[config.mk]
export PLATFORM = sky130hd
export DESIGN_NAME = ro_sweep_scheduler
export DESIGN_NICKNAME = d
export VERILOG_FILES = /design/src/rtl/ro_pkg.sv /design/src/rtl/ro_idx_pick.sv /design/src/rtl/ro_sweep_scheduler.sv
export SDC_FILE = /design/constraint.sdc
export NUM_CORES = 1
export LEC_CHECK = 0
export ABC_CLOCK_PERIOD_IN_PS = 2900
export BUFFER_PORTS_ARGS = -buffer_cell sky130_fd_sc_hd__buf_4
export CORE_UTILIZATION = 50
export CTS_CLUSTER_DIAMETER = 30
export CTS_CLUSTER_SIZE = 8
export DETAILED_ROUTE_END_ITERATION = 10
export GPL_ROUTABILITY_DRIVEN = 0
export HOLD_SLACK_MARGIN = 0.03
export MAX_ROUTING_LAYER = met4
export PLACE_DENSITY_LB_ADDON = 0.1
export SETUP_SLACK_MARGIN = 0.05
export SLEW_MARGIN = 10
export SYNTH_ARGS = -nofsm -noshare
export SYNTH_HDL_FRONTEND = slang
export SYNTH_HIERARCHICAL = 1
export SYNTH_SLANG_ARGS = --single-unit
export TNS_END_PERCENT = 10
[constraint.sdc]
create_clock -name clk -period 2.9 [get_ports clk]
set_input_delay 0.435 -clock clk [delete_from_list [all_inputs] [get_ports clk]]
set_output_delay 0.435 -clock clk [all_outputs]
set_load 0.01 [all_outputs]
[src/rtl/ro_pkg.sv]
// Shared types and constants for the ring-oscillator sweep scheduler.
package ro_pkg;

    typedef enum logic [2:0] {
        ST_IDLE   = 3'd0,
        ST_CLEAR  = 3'd1,
        ST_WINDOW = 3'd2,
        ST_SETTLE = 3'd3,
        ST_OUTPUT = 3'd4
    } ro_sched_state_t;

    localparam int RO_SETTLE_CYCLES = 1;

endpackage

[src/rtl/ro_idx_pick.sv]
// Combinational finder: lowest set bit of mask above base (or at base when incl=1).
module ro_idx_pick #(
    parameter int NUM_RO = 8,
    parameter int IDX_W  = $clog2(NUM_RO)
) (
    input  logic [NUM_RO-1:0] mask,
    input  logic [IDX_W-1:0]  base,
    input  logic              incl,
    output logic              found,
    output logic [IDX_W-1:0]  idx
);

    logic hit_s;

    // Scan high-to-low so the lowest qualifying bit is the one left standing.
    always_comb begin
        found = 1'b0;
        idx   = '0;
        hit_s = 1'b0;
        for (int i = NUM_RO - 1; i >= 0; i--) begin
            hit_s = mask[i] && ((i > int'(base)) || (incl && (i == int'(base))));
            found = found | hit_s;
            idx   = hit_s ? IDX_W'(i) : idx;
        end
    end

endmodule

[src/rtl/ro_sweep_scheduler.sv]
// Walks enabled ring oscillators in ascending order: clear, window, settle, report.
// Optional macro RO_SWEEP_ID_EN adds a sweep_id output counting completed sweeps.
module ro_sweep_scheduler
    import ro_pkg::*;
#(
    parameter int NUM_RO = 8,
    parameter int CNT_W  = 16,
    parameter int WIN_W  = 16,
    parameter int IDX_W  = $clog2(NUM_RO)
) (
    input  logic              clk,
    input  logic              rst,
    input  logic              start,
    input  logic              cont,
    input  logic [NUM_RO-1:0] ro_mask,
    input  logic [WIN_W-1:0]  win_len,
    input  logic [CNT_W-1:0]  ro_count,
    output logic [NUM_RO-1:0] ro_en,
    output logic              ro_clr,
    output logic              busy,
    output logic              res_valid,
    input  logic              res_ready,
    output logic [CNT_W-1:0]  res_data,
    output logic [IDX_W-1:0]  res_idx,
    output logic              res_last,
`ifdef RO_SWEEP_ID_EN
    output logic [15:0]       sweep_id,
`endif
    output logic              done
);

    localparam logic [NUM_RO-1:0] EN_ONE  = {{(NUM_RO-1){1'b0}}, 1'b1};
    localparam logic [WIN_W-1:0]  WIN_ONE = {{(WIN_W-1){1'b0}}, 1'b1};

    ro_sched_state_t   state_r, state_s;
    logic [NUM_RO-1:0] mask_r, mask_s, pick_mask_s;
    logic              cont_r, cont_s;
    logic [WIN_W-1:0]  win_r, win_s, win_cnt_r, win_cnt_s;
    logic [IDX_W-1:0]  idx_r, idx_s;
    logic              done_s, capture_s;
    logic              first_found_s, next_found_s;
    logic [IDX_W-1:0]  first_idx_s, next_idx_s;

    // In IDLE the first pick looks at the live mask; afterwards at the latched one.
    assign pick_mask_s = (state_r == ST_IDLE) ? ro_mask : mask_r;

    ro_idx_pick #(.NUM_RO(NUM_RO), .IDX_W(IDX_W)) u_first_pick (
        .mask  (pick_mask_s),
        .base  ({IDX_W{1'b0}}),
        .incl  (1'b1),
        .found (first_found_s),
        .idx   (first_idx_s)
    );

    ro_idx_pick #(.NUM_RO(NUM_RO), .IDX_W(IDX_W)) u_next_pick (
        .mask  (mask_r),
        .base  (idx_r),
        .incl  (1'b0),
        .found (next_found_s),
        .idx   (next_idx_s)
    );

    // Next-state and latched-config logic for the sweep sequencer.
    always_comb begin
        state_s   = state_r;
        mask_s    = mask_r;
        cont_s    = cont_r;
        win_s     = win_r;
        win_cnt_s = win_cnt_r;
        idx_s     = idx_r;
        done_s    = 1'b0;
        capture_s = 1'b0;
        case (state_r)
            ST_IDLE: begin
                if (start && first_found_s) begin
                    mask_s  = ro_mask;
                    cont_s  = cont;
                    win_s   = (win_len == {WIN_W{1'b0}}) ? WIN_ONE : win_len;
                    idx_s   = first_idx_s;
                    state_s = ST_CLEAR;
                end else if (start) begin
                    done_s  = 1'b1;
                end else begin
                    state_s = ST_IDLE;
                end
            end
            ST_CLEAR: begin
                win_cnt_s = win_r;
                state_s   = ST_WINDOW;
            end
            ST_WINDOW: begin
                if (win_cnt_r <= WIN_ONE) begin
                    state_s = ST_SETTLE;
                end else begin
                    win_cnt_s = win_cnt_r - WIN_ONE;
                end
            end
            ST_SETTLE: begin
                capture_s = 1'b1;
                state_s   = ST_OUTPUT;
            end
            ST_OUTPUT: begin
                if (res_valid && res_ready && next_found_s) begin
                    idx_s   = next_idx_s;
                    state_s = ST_CLEAR;
                end else if (res_valid && res_ready && cont_r) begin
                    done_s  = 1'b1;
                    idx_s   = first_idx_s;
                    state_s = ST_CLEAR;
                end else if (res_valid && res_ready) begin
                    done_s  = 1'b1;
                    state_s = ST_IDLE;
                end else begin
                    state_s = ST_OUTPUT;
                end
            end
            default: begin
                state_s = ST_IDLE;
            end
        endcase
    end

    // State, config and outputs; outputs are decoded from the next state so they are registered.
    always_ff @(posedge clk or negedge rst) begin
        if (!rst) begin
            state_r   <= ST_IDLE;
            mask_r    <= '0;
            cont_r    <= 1'b0;
            win_r     <= '0;
            win_cnt_r <= '0;
            idx_r     <= '0;
            ro_en     <= '0;
            ro_clr    <= 1'b0;
            busy      <= 1'b0;
            res_valid <= 1'b0;
            res_data  <= '0;
            res_idx   <= '0;
            res_last  <= 1'b0;
            done      <= 1'b0;
        end else begin
            state_r   <= state_s;
            mask_r    <= mask_s;
            cont_r    <= cont_s;
            win_r     <= win_s;
            win_cnt_r <= win_cnt_s;
            idx_r     <= idx_s;
            ro_en     <= (state_s == ST_WINDOW) ? (EN_ONE << idx_s) : {NUM_RO{1'b0}};
            ro_clr    <= (state_s == ST_CLEAR);
            busy      <= (state_s != ST_IDLE);
            res_valid <= (state_s == ST_OUTPUT);
            done      <= done_s;
            if (capture_s) begin
                res_data <= ro_count;
                res_idx  <= idx_r;
                res_last <= ~next_found_s;
            end
        end
    end

`ifdef RO_SWEEP_ID_EN
    // Sweep counter bumps with each done pulse, so it stays constant across a sweep's results.
    always_ff @(posedge clk or negedge rst) begin
        if (!rst) begin
            sweep_id <= 16'd0;
        end else if (done_s) begin
            sweep_id <= sweep_id + 16'd1;
        end
    end
`endif

endmodule

=== Word level (Yosys, flattened, before mapping) ===
Cells that the tools add are included.

* Reduce and logical (&&, ||, !) cells: 17
* Div/mod/pow operators: 0
* Bitwise logic cells: 14
* Equal/unequal tests: 8
* $lt $le $gt $ge: 8
* Multipliers: 0
* Shifts and indexed selects: 1
* Add/subtract/negate cells: 1
* Multiplexer cells: 38

{| class="wikitable"
|+ Operator list
! cell !! count
|-
| two-way mux 3 bit || 24
|-
| two-way mux 16 bit || 2
|-
| one-hot mux 16 bit (2 select lines) || 1
|-
| <= comparator 16 x 1 -> 1 bit (second input constant) || 1
|-
| logical NOT 16 bit || 1
|-
| two-way mux 8 bit || 2
|-
| subtractor 16 x 1 -> 16 bit (second input constant) || 1
|-
| one-hot mux 3 bit (5 select lines) || 1
|-
| OR 1 bit || 13
|-
| greater-than comparator 3 bit (first input constant) || 4
|-
| logical AND 1 bit || 11
|-
| equality test 3 x 2 -> 1 bit (second input constant) || 3
|-
| << shifter 1 x 3 -> 8 bit (first input constant) || 1
|-
| equality test 3 x 1 -> 1 bit (second input constant) || 2
|-
| equality test 3 bit (second input constant) || 2
|-
| greater-than comparator 2 x 3 -> 1 bit (first input constant) || 2
|-
| two-way mux 1 bit || 6
|-
| one-hot mux 3 bit (2 select lines) || 1
|-
| AND reduction 2 bit || 2
|-
| greater-than comparator 1 x 3 -> 1 bit (first input constant) || 1
|-
| logical NOT 3 bit || 1
|-
| nonzero test 3 bit || 1
|-
| inequality test 2 bit (second input constant) || 1
|-
| one-hot mux 1 bit (2 select lines) || 1
|-
| other kinds (2) || 2
|}

* Latch bits: 0
* Flip-flop bits (word level): 79
* Memories kept: 0
* Output and inout port bits: 32
* RAM bits: 0
* Word-level logic and storage cells: 101
* Bits of input ports: 45
* Memory bits (read-only): 0

=== Longest topological paths before layout ===
* Word-level depth: 15
* Mapped depth: 14
* Gate-level depth less buffers: 13

=== Hierarchy ===
Netlist, hierarchy kept.

{| class="wikitable"
|+ By module, submodules not included
! module !! sequential area each (µm²) !! area an instance (µm²) !! times used !! cells each
|-
| ro_sweep_scheduler || 1,976.9 || 3,647.2 || 1 || 315
|-
| ro_idx_pick || 0.0 || 266.5 || 2 || 49
|}

=== Worst setup path before layout ===
Ideal clock, no wire load.

* Path kind: register to register
* Start: register state_r[1]
* End: register ro_en[3]
* Data required time: 2.826 ns
* Cell stages (with the launch flop): 14
* Path slack: -0.107 ns
* Path buffers: 1
* Data arrival time: 2.933 ns
* Period minus slack after synthesis: 3.007 ns
* Cell sequence: dfrtp_1 -> clkbuf_1 -> nor3_2 -> mux2_2 -> nor2_1 -> nor2_1 -> o21a_1 -> a21oi_1 -> nand2_1 -> nor4bb_1 -> mux2i_1 -> a2bb2oi_1 -> or3_1 -> nor2_1

* Elaborated cells on any way between the ends: 33
* Those cells by class: eq/ne (5); shift (1); mux (18); bitwise (7); reduce/logical (2)

{| class="wikitable"
|+ RTL lines
! element !! RTL line !! text
|-
| start: declaration || ro_sweep_scheduler.sv:35 || <nowiki>ro_sched_state_t state_r, state_s;</nowiki>
|-
| start signal: assignment || ro_sweep_scheduler.sv:141 || <nowiki>state_r <= state_s;</nowiki>
|-
| logical NOT 3 bit || ro_sweep_scheduler.sv:45 || <nowiki>assign pick_mask_s = (state_r == ST_IDLE) ? ro_mask : mask_r;</nowiki>
|-
| two-way mux 8 bit || ro_sweep_scheduler.sv:45 ||
|-
| via pick_mask_s[3] || ro_sweep_scheduler.sv:36 || <nowiki>logic [NUM_RO-1:0] mask_r, mask_s, pick_mask_s;</nowiki>
|-
| OR 1 bit (4 in a row) || ro_idx_pick.sv:22 || <nowiki>found = found | hit_s;</nowiki>
|-
| via first_found_s || ro_sweep_scheduler.sv:41 || <nowiki>logic first_found_s, next_found_s;</nowiki>
|-
| logical AND 1 bit || ro_sweep_scheduler.sv:75 || <nowiki>if (start && first_found_s) begin</nowiki>
|-
| two-way mux 3 bit || ro_sweep_scheduler.sv:75 ||
|-
| one-hot mux 3 bit (2 select lines) || ro_sweep_scheduler.sv:73 || <nowiki>case (state_r)</nowiki>
|-
| via idx_s[2] || ro_sweep_scheduler.sv:39 || <nowiki>logic [IDX_W-1:0] idx_r, idx_s;</nowiki>
|-
| << shifter 1 x 3 -> 8 bit || ro_sweep_scheduler.sv:147 || <nowiki>ro_en <= (state_s == ST_WINDOW) ? (EN_ONE << idx_s) : {NUM_RO{1'b0}};</nowiki>
|-
| two-way mux 8 bit || ro_sweep_scheduler.sv:147 ||
|-
| end signal: assignment || ro_sweep_scheduler.sv:147 ||
|-
| end: declaration || ro_sweep_scheduler.sv:18 || <nowiki>output logic [NUM_RO-1:0] ro_en,</nowiki>
|}

The timed path passes the listed nets, and every way through them passes these cells.
A chain may end at the register's enable or synchronous reset.

=== Worst setup path in the final report ===
* Start: register state_r[1]
* End: register ro_en[3]

* Elaborated cells on any way between the ends: 33
* Those cells by class: eq/ne (5); shift (1); mux (18); bitwise (7); reduce/logical (2)

{| class="wikitable"
|+ RTL lines
! element !! RTL line
|-
| logical NOT 3 bit || ro_sweep_scheduler.sv:45
|-
| two-way mux 8 bit || ro_sweep_scheduler.sv:45
|-
| via pick_mask_s[0] || ro_sweep_scheduler.sv:36
|-
| OR 1 bit || ro_idx_pick.sv:22
|-
| via first_found_s || ro_sweep_scheduler.sv:41
|-
| logical AND 1 bit || ro_sweep_scheduler.sv:75
|-
| two-way mux 3 bit || ro_sweep_scheduler.sv:75
|-
| one-hot mux 3 bit (2 select lines) || ro_sweep_scheduler.sv:73
|-
| via idx_s[2] || ro_sweep_scheduler.sv:39
|-
| << shifter 1 x 3 -> 8 bit || ro_sweep_scheduler.sv:147
|-
| two-way mux 8 bit || ro_sweep_scheduler.sv:147
|}

The timed path passes the listed nets, and every way through them passes these cells.

==> reports/results.tsv <==
stage	metric	value	unit
die	Die H	93.4	um
pwr	Psw	2.50	mW
clock_network	root buffer cell	clkbuf_8	
route	remaining antenna violation count after routing	0	
die	die area	8730	sq um
placed_design	placed cell areas	4920	sq um
cells_and_area	final core occ	66.4	%
placed_design	Placed Instances	592	
global_route	number of global-route vias before repair	3339	
route	met3 routed WL	508	um
global_route	initial antenna violation count	0	
cells_and_area	fin cells	612	
pwr	Gate power share	50.7	%
timing	skew final	0.0107	ns
yosys	post-synthesis adder-cell area fraction	0.599	%
critical_path	CP Max Fanout	9	
yosys	synthesized area	4180	sq um
cells_and_area	design area	5240	sq um
yosys	ys async rst share	100	%
placed_design	DP HPWL	6.84	mm
clock_network	Clock Latency Late Sink	0.35	ns
route	detailed-route via count	3522	
global_route	Total Routing Usage GR	24.5	%
route	WL/cell	15.9	um
route	WL met1	4.58	mm
cells_and_area	area growth from synthesis to layout	25.2	%
yosys	Mapped Avg Cell Area	10.1	sq um
route	# DRC	0	
timing	final setup vio count	0	
timing	Slew HR	35.0	%
pwr	switching share of power	39.9	%
die	initial core utilization	53.0	%
yosys	Synth Area in Compound Gates	16.1	%
yosys	yosys warns	6	
yosys	XOR/XNOR Fraction of Synth Area	0.210	%
clock_network	deepest clock path buffer count	2	
timing	fin crit period	2.71	ns
cells_and_area	multi-input logic area	2170	sq um
critical_path	worst path arrival time	2.98	ns
clock_network	CTS tree	yes	
pwr	Power Total	6.27	mW
global_route	first-pass GRT wire length	16.1	mm
clock_network	cts bufs inserted	9	
placed_design	Port Buffers	76	
yosys	Area contributors post-synth	dfrtp_1 (47%), mux2_2 (14%), a21oi_1 (4.5%)	
yosys	area leader, netlist	dfrtp_1	
die	row count	32	
yosys	Synth Area in Simple Gates	17.8	%
timing	Slew @ Worst Pin	0.975	ns
run_status	status	finished, final reports clean	
route	1st-iter DRT viols	186	
die	core area	7890	sq um
yosys	largest family of logic cells by synthesized area	simple AND/OR/NAND/NOR gates	
critical_path	slowest stage delay, CP	0.41	ns
critical_path	startpoint types	flop	
pwr	Clock power frac	15.0	%
pwr	Leakage	2.26	nW
pwr	sequential power share	34.4	%
cells_and_area	fillers	620	
cells_and_area	commonest non-fill, non-tap cell in the layout	buf_4	
hold_path	min-delay worst type	in -> async	
route	Highest Signal Layer	met4	
route	via-per-instance ratio	5.75	
critical_path	crit path kind	reg -> reg	
die	die extent in x	93.4	um
die	io pins	77	
yosys	Yosys top cell area share	47.3	%
yosys	mux cell area share after synthesis	14.5	%
pwr	Peak VDD IR	0.538	mV
route	first-pass iteration count of the detailed router	4	
clock_network	Worst-path clk slew	0.08	ns
route	DR WL met2	4.52	mm
yosys	Mapped Cells	413	
critical_path	CP bufs+invs	1	
cells_and_area	commonest cells after routing, fill and taps aside	buf_4 (90), dfrtp_1 (78), mux2_2 (49), a21oi_1 (36), nor2_1 (32)	
yosys	Post-synth EDFFs	0	
route	drt total wl	9.72	mm
critical_path	delay-heaviest family, CP	simple AND/OR/NAND/NOR gates	
critical_path	crit end category	flop	
global_route	gr ovfl total	0	
timing	final count of hold timing violations	0	
timing	fin crit share	93.3	%
pwr	PwrDens	1200	nW/um^2
pwr	internal power	3.77	mW
job	max-cap viol count	0	
timing	final setup TNS	0	ns
cells_and_area	number of diodes	0	
yosys	count of cell types in the netlist	57	
yosys	sequential element share of the synthesized area	47.3	%
yosys	Post-synth top flop	dfrtp_1	
global_route	pin count of the biggest net entering global routing	80	
cells_and_area	final net count	552	
clock_network	total clock sinks	79	
critical_path	CP required	3.17	ns
critical_path	critical path cell sequence	nor3_4 -> buf_12 -> mux2_2 -> a21oi_1 -> o21ai_1 -> a21oi_2 -> nand2_2 -> nor4bb_4 -> mux2i_1 -> a2bb2oi_2 -> or3_1 -> nor2_1	
timing	Fmax achieved	369	MHz
cells_and_area	Reg area	1980	sq um
cells_and_area	share of cells above drive strength 1	34.7	%
clock_network	H-tree depth	3	
critical_path	CP max-delay cell	dfrtp_1	
timing	Final Max Tran Viols	0	
timing	RSZ-0062 raised after global routing	false	
yosys	post-synthesis register bit count	79	
stage by stage:
stage | setup WS (ns) | hold WS [ns]
global route | 0.0432 | 0.301
detailed placement | 0.0660 | 0.475
finish | 0.193 | 0.232
floorplan | 0.123 | 0.139
CTS | 0.0942 | 0.282
global placement | 0.114 | 0.473
state kept, by name, summed over array words and instances (netlist names):
register   count
busy           1
cont_r         1
done           1
idx_r          3
mask_r         8
res_data      16
res_idx        3
res_last       1
res_valid      1
ro_clr         1
ro_en          8
state_r        3
win_cnt_r     16
win_r         16
path summary, 6_finish.rpt:
path | start | to | slack [ns] | depth (start not counted)
max reg2reg | state_r[1]$_DFF_PN0_ | ro_en[3]$_DFF_PN0_ | 0.19 | 12
min in group clk | ro_count[11] | res_data[11]$_DFFE_PN0N_ | 0.31 | 2
max in group asynchronous | rst | state_r[2]$_DFF_PN0_ | 1.96 | 1
max | state_r[1]$_DFF_PN0_ | ro_en[3]$_DFF_PN0_ | 0.19 | 12
min reg2reg | res_last$_DFFE_PN0N_ | res_last$_DFFE_PN0N_ | 0.49 | 2
min | rst | res_data[3]$_DFFE_PN0N_ | 0.23 | 1
cell type report:
type,instances,share of cell area [%]
Timing Repair Buffer,92,13.5
Tap cell,102,2.44
Sequential cell,79,37.8
Inverter,7,0.502
Clock buffer,10,2.63
Multi-Input combinational cell,316,41.4
Clock inverter,6,1.77
synthesized netlist by cell type, types with 4 or more instances:
cell        n
a21oi_1    38
and2_1      4
buf_2       8
clkbuf_1   10
dfrtp_1    79
inv_1       7
mux2_2     51
nand2_1    27
nand2b_1    5
nand3_1     6
nand3b_1   10
nor2_1     32
nor2b_1     8
nor3_1      8
nor3b_1     4
nor4_1      6
o21ai_0    32
o22ai_1     5
o2bb2ai_1   5
o31ai_1     4
or3_1       5
per-layer routing:
metal	GRT usage (%)	vias up
met5	-	-
met4	5.90	0
met3	4.72	12
met2	36.7	118
met1	34.4	1716
li1	-	1676
worst register-to-register path: cells and delay by family (launching register included):
| family | cells | cell delay (ns) |
|---|---|---|
| compound gates | 4 | 0.59 |
| buf+inv | 1 | 0.15 |
| mux | 2 | 0.54 |
| simple gates | 5 | 0.93 |
| flops | 1 | 0.41 |
power by group through the flow:
stage	sequential [mW]	clock, mW	combinational [mW]
finish	2.15	0.938	3.18
global route	2.24	1.01	3.52
CTS	2.15	0.954	3.03
detailed placement	2.17	0	3.01
global placement	2.15	0	2.92
floorplan	2.09	0	2.09
cells by family after synthesis:
family / count (synthesis)
AND/OR/NAND/NOR: 135
flip-flops: 79
adder cells (fa/ha/maj): 2
multiplexers: 54
buffers and inverters: 30
other: 2
AO/OA/AOI/OAI: 110
XOR/XNOR: 1
timing repair:
| action | in CTS | in global routing |
|---|---|---|
| setup endpoints to repair | 2 | 11 |
| pin swaps | 0 | 4 |
| gates cloned | 0 | 0 |
| gates resized for setup | 1 | 13 |
| buffers inserted | 0 | 4 |
| hold buffers | 0 | 0 |
Note: power is estimated with default switching activity, not from simulation.
